===== src/rtl/led_bar_peak_pkg.sv =====
// Shared constants, peak-dot state encoding and the level saturation helper
// for the LED bar column driver.
package led_bar_peak_pkg;

  localparam int N_LED_DEFAULT = 25;
  localparam int HEIGHT_W      = $clog2(N_LED_DEFAULT + 1);

  typedef logic [HEIGHT_W-1:0] height_t;

  localparam logic [1:0] PEAK_IDLE = 2'd0;
  localparam logic [1:0] PEAK_HOLD = 2'd1;
  localparam logic [1:0] PEAK_FALL = 2'd2;

  // Clamp at full input width first so levels like 200 never alias to a small height.
  function automatic height_t saturate(input logic [7:0] lvl, input int max_h);
    logic [7:0] lim;
    lim = 8'(max_h);
    return (lvl > lim) ? height_t'(lim) : height_t'(lvl);
  endfunction

endpackage


===== src/rtl/led_bar_peak_mask_gen.sv =====
// Combinational LED mask: solid bar from the bottom plus a single peak dot.
module led_mask_gen
  import led_bar_peak_pkg::*;
#(
  parameter int N_LED = 25
) (
  input  logic [HEIGHT_W-1:0] bar_height,
  input  logic [HEIGHT_W-1:0] peak_pos,
  output logic [N_LED-1:0]    mask
);

  always_comb begin
    mask = '0;
    for (int i = 0; i < N_LED; i++) begin
      mask[i] = (i < int'(bar_height)) ||
                ((peak_pos != '0) && (i == int'(peak_pos) - 1));
    end
  end

endmodule


===== src/rtl/led_bar_peak.sv =====
// LED bar column driver: instant attack, timed bar decay and a peak-hold dot
// that falls back onto the bar, with a registered on/off mask for the strip.
module led_bar_peak
  import led_bar_peak_pkg::*;
#(
  parameter int N_LED         = 25,
  parameter int HOLD_FRAMES   = 16,
  parameter int DECAY_DIV     = 2,
  parameter int PEAK_FALL_DIV = 4
) (
  input  logic                clk,
  input  logic                rst,
  input  logic                level_valid,
  input  logic [7:0]          level,
  input  logic                frame_tick,
  output logic [HEIGHT_W-1:0] bar_height,
  output logic [HEIGHT_W-1:0] peak_pos,
  output logic [N_LED-1:0]    led_mask,
  output logic                mask_update
);

  localparam int DCW = (DECAY_DIV > 1)     ? $clog2(DECAY_DIV)     : 1;
  localparam int HCW = (HOLD_FRAMES > 1)   ? $clog2(HOLD_FRAMES)   : 1;
  localparam int FCW = (PEAK_FALL_DIV > 1) ? $clog2(PEAK_FALL_DIV) : 1;

  localparam logic [DCW-1:0] DCNT_LAST = DCW'(DECAY_DIV - 1);
  localparam logic [HCW-1:0] HCNT_LAST = HCW'(HOLD_FRAMES - 1);
  localparam logic [FCW-1:0] FCNT_LAST = FCW'(PEAK_FALL_DIV - 1);

  logic [DCW-1:0]   dcnt, dcnt_next;
  logic [HCW-1:0]   hcnt, hcnt_next;
  logic [FCW-1:0]   fcnt, fcnt_next;
  logic [1:0]       peak_state, state_next;
  height_t          lvl_s, bar_dec, bar_next, peak_next, peak_dec;
  logic [N_LED-1:0] mask_next;
  logic             change_d;

  assign lvl_s = saturate(level, N_LED);

  // Attack is compared against the already-decayed bar, so a coincident tick
  // and level resolve to the larger of the two.
  always_comb begin
    bar_dec   = bar_height;
    dcnt_next = dcnt;
    if (frame_tick) begin
      if (dcnt == DCNT_LAST) begin
        dcnt_next = '0;
        if (bar_height != '0) begin
          bar_dec = bar_height - height_t'(1);
        end
      end else begin
        dcnt_next = dcnt + DCW'(1);
      end
    end
    bar_next = bar_dec;
    if (level_valid && (lvl_s > bar_dec)) begin
      bar_next  = lvl_s;
      dcnt_next = '0;
    end
  end

  always_comb begin
    peak_next  = peak_pos;
    state_next = peak_state;
    hcnt_next  = hcnt;
    fcnt_next  = fcnt;
    peak_dec   = peak_pos - height_t'(1);
    if (bar_next > peak_pos) begin
      peak_next  = bar_next;
      state_next = PEAK_HOLD;
      hcnt_next  = '0;
    end else begin
      case (peak_state)
        PEAK_IDLE: ;
        PEAK_HOLD: begin
          if (frame_tick) begin
            if (hcnt == HCNT_LAST) begin
              state_next = PEAK_FALL;
              fcnt_next  = '0;
            end else begin
              hcnt_next = hcnt + HCW'(1);
            end
          end
        end
        PEAK_FALL: begin
          if (frame_tick) begin
            if (fcnt == FCNT_LAST) begin
              fcnt_next = '0;
              // Once the falling dot meets the bar it rides the bar top.
              if ((peak_pos == '0) || (peak_dec <= bar_next)) begin
                peak_next = bar_next;
                if (bar_next == '0) begin
                  state_next = PEAK_IDLE;
                end
              end else begin
                peak_next = peak_dec;
              end
            end else begin
              fcnt_next = fcnt + FCW'(1);
            end
          end
        end
        default: state_next = PEAK_IDLE;
      endcase
    end
  end

  led_mask_gen #(
    .N_LED(N_LED)
  ) u_mask_gen (
    .bar_height(bar_next),
    .peak_pos  (peak_next),
    .mask      (mask_next)
  );

  always_ff @(posedge clk) begin
    if (rst) begin
      bar_height <= '0;
      dcnt       <= '0;
    end else begin
      bar_height <= bar_next;
      dcnt       <= dcnt_next;
    end
  end

  always_ff @(posedge clk) begin
    if (rst) begin
      peak_pos   <= '0;
      peak_state <= PEAK_IDLE;
      hcnt       <= '0;
      fcnt       <= '0;
    end else begin
      peak_pos   <= peak_next;
      peak_state <= state_next;
      hcnt       <= hcnt_next;
      fcnt       <= fcnt_next;
    end
  end

  // mask_update trails the height change by one extra cycle for the serialiser.
  always_ff @(posedge clk) begin
    if (rst) begin
      led_mask    <= '0;
      change_d    <= 1'b0;
      mask_update <= 1'b0;
    end else begin
      led_mask    <= mask_next;
      change_d    <= (bar_next != bar_height) || (peak_next != peak_pos);
      mask_update <= change_d;
    end
  end

endmodule


===== config.mk =====
export PLATFORM = sky130hd
export DESIGN_NAME = led_bar_peak
export DESIGN_NICKNAME = d
export VERILOG_FILES = /design/src/rtl/led_bar_peak_pkg.sv /design/src/rtl/led_bar_peak_mask_gen.sv /design/src/rtl/led_bar_peak.sv
export SDC_FILE = /design/constraint.sdc
export NUM_CORES = 1
export LEC_CHECK = 0
export ABC_AREA = 1
export CORE_MARGIN = 2
export CORE_UTILIZATION = 50
export CTS_BUF_LIST = sky130_fd_sc_hd__clkbuf_16
export DETAILED_ROUTE_END_ITERATION = 16
export HOLD_SLACK_MARGIN = 0.12
export PLACE_DENSITY = 0.75
export SLEW_MARGIN = 20
export SYNTH_ARGS = -nofsm -noshare
export SYNTH_HDL_FRONTEND = slang
export SYNTH_SLANG_ARGS = --single-unit

===== constraint.sdc =====
create_clock -name clk -period 7.5 [get_ports clk]
set_clock_uncertainty 0.1 [all_clocks]
set_input_delay 2.25 -clock clk [delete_from_list [all_inputs] [get_ports clk]]
set_output_delay 2.25 -clock clk [all_outputs]
set_load 0.03 [all_outputs]

After elaboration in Yosys (flattened, before gate mapping). Index checks and enable logic that the tools add are counted.

Latch bits: 0. Output and inout bits: 36. Register bits: 46. Memory bits (writable): 0. Memories kept: 0. Memory bits (read-only): 0.

Muxes and demuxes: 24. Order comparisons: 29. Multipliers: 0. Shift-type cells: 0. Equal/unequal tests: 43. Div/mod/pow operators: 0. Reduce and logical (&&, ||, !) cells: 66. Bitwise operators: 3. $add $sub $neg: 6.

Operators by type and width (count): == test 6 x 32 -> 1 bit, first input constant (9); == test 5 x 32 -> 1 bit, first input constant (8); == test 4 x 32 -> 1 bit, first input constant (4); == test 3 x 32 -> 1 bit, first input constant (2); two-way mux 5 bit (10); less-than comparator 5 bit, first input constant (9); less-than comparator 4 x 5 -> 1 bit, first input constant (8); == test 2 x 32 -> 1 bit, first input constant (1); zero test 32 bit (1); logical OR 1 bit (27); logical AND 1 bit (26); less-than comparator 3 x 5 -> 1 bit, first input constant (4); two-way mux 2 bit (10); != test 3 bit, second input constant (6); != test 2 bit, second input constant (7); AND reduction 7 bit (2); > comparator 5 bit (2); zero test 5 bit (2); less-than comparator 1 x 5 -> 1 bit, first input constant (2); less-than comparator 2 x 5 -> 1 bit, first input constant (2); != test 5 bit (2); nonzero test 5 bit (2); subtractor 5 x 1 -> 5 bit, second input constant (2); > comparator 8 x 5 -> 1 bit, second input constant (1); other kinds (17) (22).

Depth between registers and ports, before layout.
Depth after elaboration: 18. Depth in mapped cells: 36. Mapped depth without buffers: 36.

Modules after synthesis. Synthesis repeated with hierarchy kept, for this count alone.

Cell total of the unflattened synthesis: 509. Area total of the unflattened synthesis: 3280.6 um^2.

By module, submodules not included: led_bar_peak (instances 1, area an instance 2680.1 um^2, sequential area each 920.9 um^2, cells each 385); led_mask_gen (instances 1, area an instance 600.6 um^2, sequential area each 0.0 um^2, cells each 124).

Worst setup path after synthesis. No wires, ideal clock.

Path type: in2reg. Start point: input frame_tick. End point: register led_mask[4]. Arrival: 6.019 ns. Setup time: 0.132 ns. Path buffers: 1. Stages on the path: 27. Slack: 1.249 ns. Path through: nand2_2 clkinv_2 o21ai_0 nor2_1 a21oi_1 ha_1 nand2_2 nor2_4 a21oi_4 nand2_4 o21ai_0 clkbuf_1 ha_1 nand2_1 inv_1 nand3_1 or2_2 nand2_1 inv_1 a21oi_1 nand2_1 nand2_2 nand2_1 nor2_1 nand2_2 nand3b_1 a21oi_1.

Word-level cells in the longest chain between the ends: 15. Elaborated cells on any way between the ends: 18.

RTL lines: start, declared (line led_bar_peak.sv:15) `input logic frame_tick,`; two-way mux 5 bit * (line led_bar_peak.sv:45) `if (frame_tick) begin`; > comparator 5 bit (line led_bar_peak.sv:56) `if (level_valid && (lvl_s > bar_dec)) begin`; logical AND 1 bit (line led_bar_peak.sv:56); two-way mux 5 bit * (line led_bar_peak.sv:56); named net bar_next[3] (line led_bar_peak.sv:34) `height_t lvl_s, bar_dec, bar_next, peak_next, peak_dec;`; <= comparator 5 bit (line led_bar_peak.sv:90) `if ((peak_pos == '0) || (peak_dec <= bar_next)) begin`; logical OR 1 bit (line led_bar_peak.sv:90); two-way mux 5 bit (line led_bar_peak.sv:90); two-way mux 5 bit (line led_bar_peak.sv:87) `if (fcnt == FCNT_LAST) begin`; two-way mux 5 bit (line led_bar_peak.sv:86) `if (frame_tick) begin`; two-way mux 5 bit (line led_bar_peak.sv:73) `case (peak_state)`; two-way mux 5 bit (line led_bar_peak.sv:68) `if (bar_next > peak_pos) begin`; subtractor 5 x 1 -> 6 bit (line led_bar_peak_mask_gen.sv:16) `((peak_pos != '0) && (i == int'(peak_pos) - 1));`; == test 4 x 32 -> 1 bit (line led_bar_peak_mask_gen.sv:16); logical AND 1 bit (line led_bar_peak_mask_gen.sv:16); logical OR 1 bit * (line led_bar_peak_mask_gen.sv:15) `mask[i] = (i < int'(bar_height)) ||`; end signal, assigned (line led_bar_peak.sv:147) `led_mask <= mask_next;`; end, declared (line led_bar_peak.sv:18) `output logic [N_LED-1:0] led_mask,`.

The timed path passes the listed nets; every way through them passes the cells marked *. A chain may end at the register's enable or synchronous reset.

Worst setup path after layout.
Start point: input frame_tick. End point: register led_mask[9].

Word-level cells in the longest chain between the ends: 15. Elaborated cells on any way between the ends: 18.

RTL lines (line): two-way mux 5 bit * (led_bar_peak.sv:45); > comparator 5 bit (led_bar_peak.sv:56); logical AND 1 bit (led_bar_peak.sv:56); two-way mux 5 bit * (led_bar_peak.sv:56); named net bar_next[2] (led_bar_peak.sv:34); <= comparator 5 bit (led_bar_peak.sv:90); logical OR 1 bit (led_bar_peak.sv:90); two-way mux 5 bit (led_bar_peak.sv:90); two-way mux 5 bit (led_bar_peak.sv:87); two-way mux 5 bit (led_bar_peak.sv:86); two-way mux 5 bit (led_bar_peak.sv:73); two-way mux 5 bit (led_bar_peak.sv:68); subtractor 5 x 1 -> 6 bit (led_bar_peak_mask_gen.sv:16); == test 5 x 32 -> 1 bit (led_bar_peak_mask_gen.sv:16); logical AND 1 bit (led_bar_peak_mask_gen.sv:16); logical OR 1 bit * (led_bar_peak_mask_gen.sv:15).

Marked as above.

==> results.cfg <==
[yosys]
ys_async_sr_fraction_pct = 0
synth-seq-cells = 46
synth.most_common_cell = inv_1
synth_area_per_cell_um2 = 7.026
yosysWarnings = 0
synth_top_area_share_pct = 29.13
yosysTopAreaCell = dfxtp_1
synthDistinctLibCells = 43
synth_area_leaders = dfxtp_1 29%, inv_1 8.1%, nand2_1 8.0%
synthFlopType = dfxtp_1
syn_nets = 481
netlist_area_um2 = 3162
yosys-top-cells-count = 68 x inv_1, 67 x nand2_1, 50 x nor2_1
yosysSeqAreaShare_pct = 29.13
synth_edf_count = 0
synth_cells = 450

[floorplanning]
fp.coreArea_um2 = 6026
fp.dieW_um = 83.52
die_area_um2 = 6976
io_pins = 48
start_util_pct = 52.47
die_h_um = 83.52
rows = 28

[place]
hpwl_um = 6420
io_buffers = 47
place_congestion = 0.9845
place_ws_ns = 0.2828

[setup_path]
r2r-start = bar_height[0]
path_common_cell = nand2_2
reg2regPathDepth = 26
crit_slowest_cell = clkdlybuf4s50_1
r2r_slack_ns = 2.16
cp_slowest_stage_delay_ns = 0.59
worstPathRequired_ns = 7.55
worstPathArrival_ns = 7.10
critical_path_class = input port to register
cpLargestDelayFamily = simple AND/OR/NAND/NOR gates
rr_endpoint = led_mask[9]
cp.buffers_inverters = 4
path_max_fanout = 9
cp-start-kind = input port
worst_setup_path_end_kind = register

[timing]
max_slew_margin_pct = 56.92
worst_pin_slew_ns = 0.6419
finalMaxSlewViolations = 0
fin_ws_ns = 0.4550
hold_viol = 0
tns_ns = 0
fin_crit_sh_pct = 93.93
setup_viol = 0
timing.final.crit_period_ns = 7.045
grt_setup_unrepaired = false
max_clock_freq_mhz = 141.9
holdWs_ns = 0.3020

[grt]
grt_pass1_wl_um = 13820
grt_usage_pct = 24.14
grt_pass1_vias = 2858
grt_overflow = 0
grt_max_degree = 35
antenna_found_initial = 0

[route]
num_vias = 3095
viasPerCell = 5.373
routed_wl_um = 8306
drcViolationCount = 0
wire_per_inst_um = 14.42
dr.pass1.iters = 5
final_antenna_net_count = 0
drt_iter0_markers = 239

[hold_path]
hold_path.class = register to register
worstHoldStart = change_d
worstHoldPathCells = 2
hold_end = mask_update

[clock_tree]
post_cts.repair.setup_buffers = 0
cts_sinks = 46
cts.clk_slew.worst_paths_ns = 0.06
cts_resized = 0
numCtsBuffers = 5
cts.htree.levels = 2
clock_latency_ns = 0.28
cts_tree = built
holdBufCountCts = 0
cts.path.max_buffers = 2
root_buffer = clkbuf_16

[layout]
insertedDiodeCount = 0
final_util_pct = 64.10
drive_above_1_share_pct = 13.57
num-fill-cells = 561
final_nets = 531
area_growth_pct = 22.16

[power]
ir_worst_vdd_mv = 0.3884
p_leak_nw = 1.802
cellPowerDensity_nw_per_um2 = 474.2

[outcome]
run_status = completed

[run]
drv_cap = 0
## logic make-up after synthesis
kind of cell / Yosys count / share of synthesized area [%]
AO/OA/AOI/OAI: 74 / 14.48
XOR/XNOR: 10 / 2.770
adder cells (fa/ha/maj): 19 / 7.519
buffers and inverters: 87 / 10.88
flip-flops: 46 / 29.13
AND/OR/NAND/NOR: 214 / 35.22
## layout make-up
type	count	area [um^2]	share of cell area (%)
Timing Repair Buffer	53	515.5	13.35
Sequential cell	46	920.9	23.84
Clock inverter	3	17.52	0.4535
Multi-Input combinational cell	317	1897	49.11
Inverter	77	292.8	7.580
Clock buffer	5	125.1	3.239
Tap cell	75	93.84	2.430
## worst min-delay path, cell delays in order, from the launching register on
cell and delay [ns]:
dfxtp_1 0.30, inv_1 0.04, nor2_1 0.03
## report_power, final
part	internal, mW	switching [mW]
Sequential	0.301	0.0419
Combinational	0.414	0.861
Clock	0.122	0.0916
## sequential cells by signal, indices dropped and copies added (netlist names)
register     flops
peak_state       2
hcnt             4
fcnt             2
mask_update      1
dcnt             1
led_mask        25
bar_height       5
peak_pos         5
change_d         1
## stage by stage
stage / area (um^2) / total power [mW] / std cells
final: 3862 / 1.832 / 576
after global routing: 3862 / 1.973 / 576
after CTS: 3862 / 1.813 / 576
after floorplan: 3162 / 1.295 / 450
after global placement: 3720 / 1.581 / 568
after detailed placement: 3720 / 1.593 / 568
## layout by cell type (no fill, tap or decap), types with 3 or more instances in the layout
cell,Yosys,final
nor2_4,3,3
nand4_1,19,19
xor2_1,9,9
nand2_4,7,7
nor3_1,4,4
a21oi_1,35,35
o21ai_0,17,17
o22ai_1,3,3
nand3_1,31,31
dfxtp_1,46,46
buf_4,1,6
nand2_1,67,67
nand3_2,6,6
inv_1,68,69
nor2_2,4,4
a21oi_4,4,4
ha_1,19,19
clkbuf_16,0,5
inv_2,5,5
nor2_1,50,50
clkdlybuf4s50_1,0,47
nand2_2,15,15
## per-layer routing
layer / GRT usage (%) / wire length, um / up-vias
li1: - / - / 1568
met1: 33.48 / 3824 / 1393
met2: 38.20 / 3766 / 119
met3: 3.858 / 538 / 15
met4: 8.358 / 175 / 0
met5: 0 / 0 / -
## how the worst max path moves through the flow
stage	to	depth (start not counted)	from
global placement	led_mask[10]	27	frame_tick
detailed placement	led_mask[9]	25	frame_tick
floorplan	led_mask[4]	27	frame_tick
finish	led_mask[9]	25	frame_tick
CTS	led_mask[9]	25	frame_tick
global route	led_mask[9]	26	frame_tick
(Power assumes the default switching activity.)
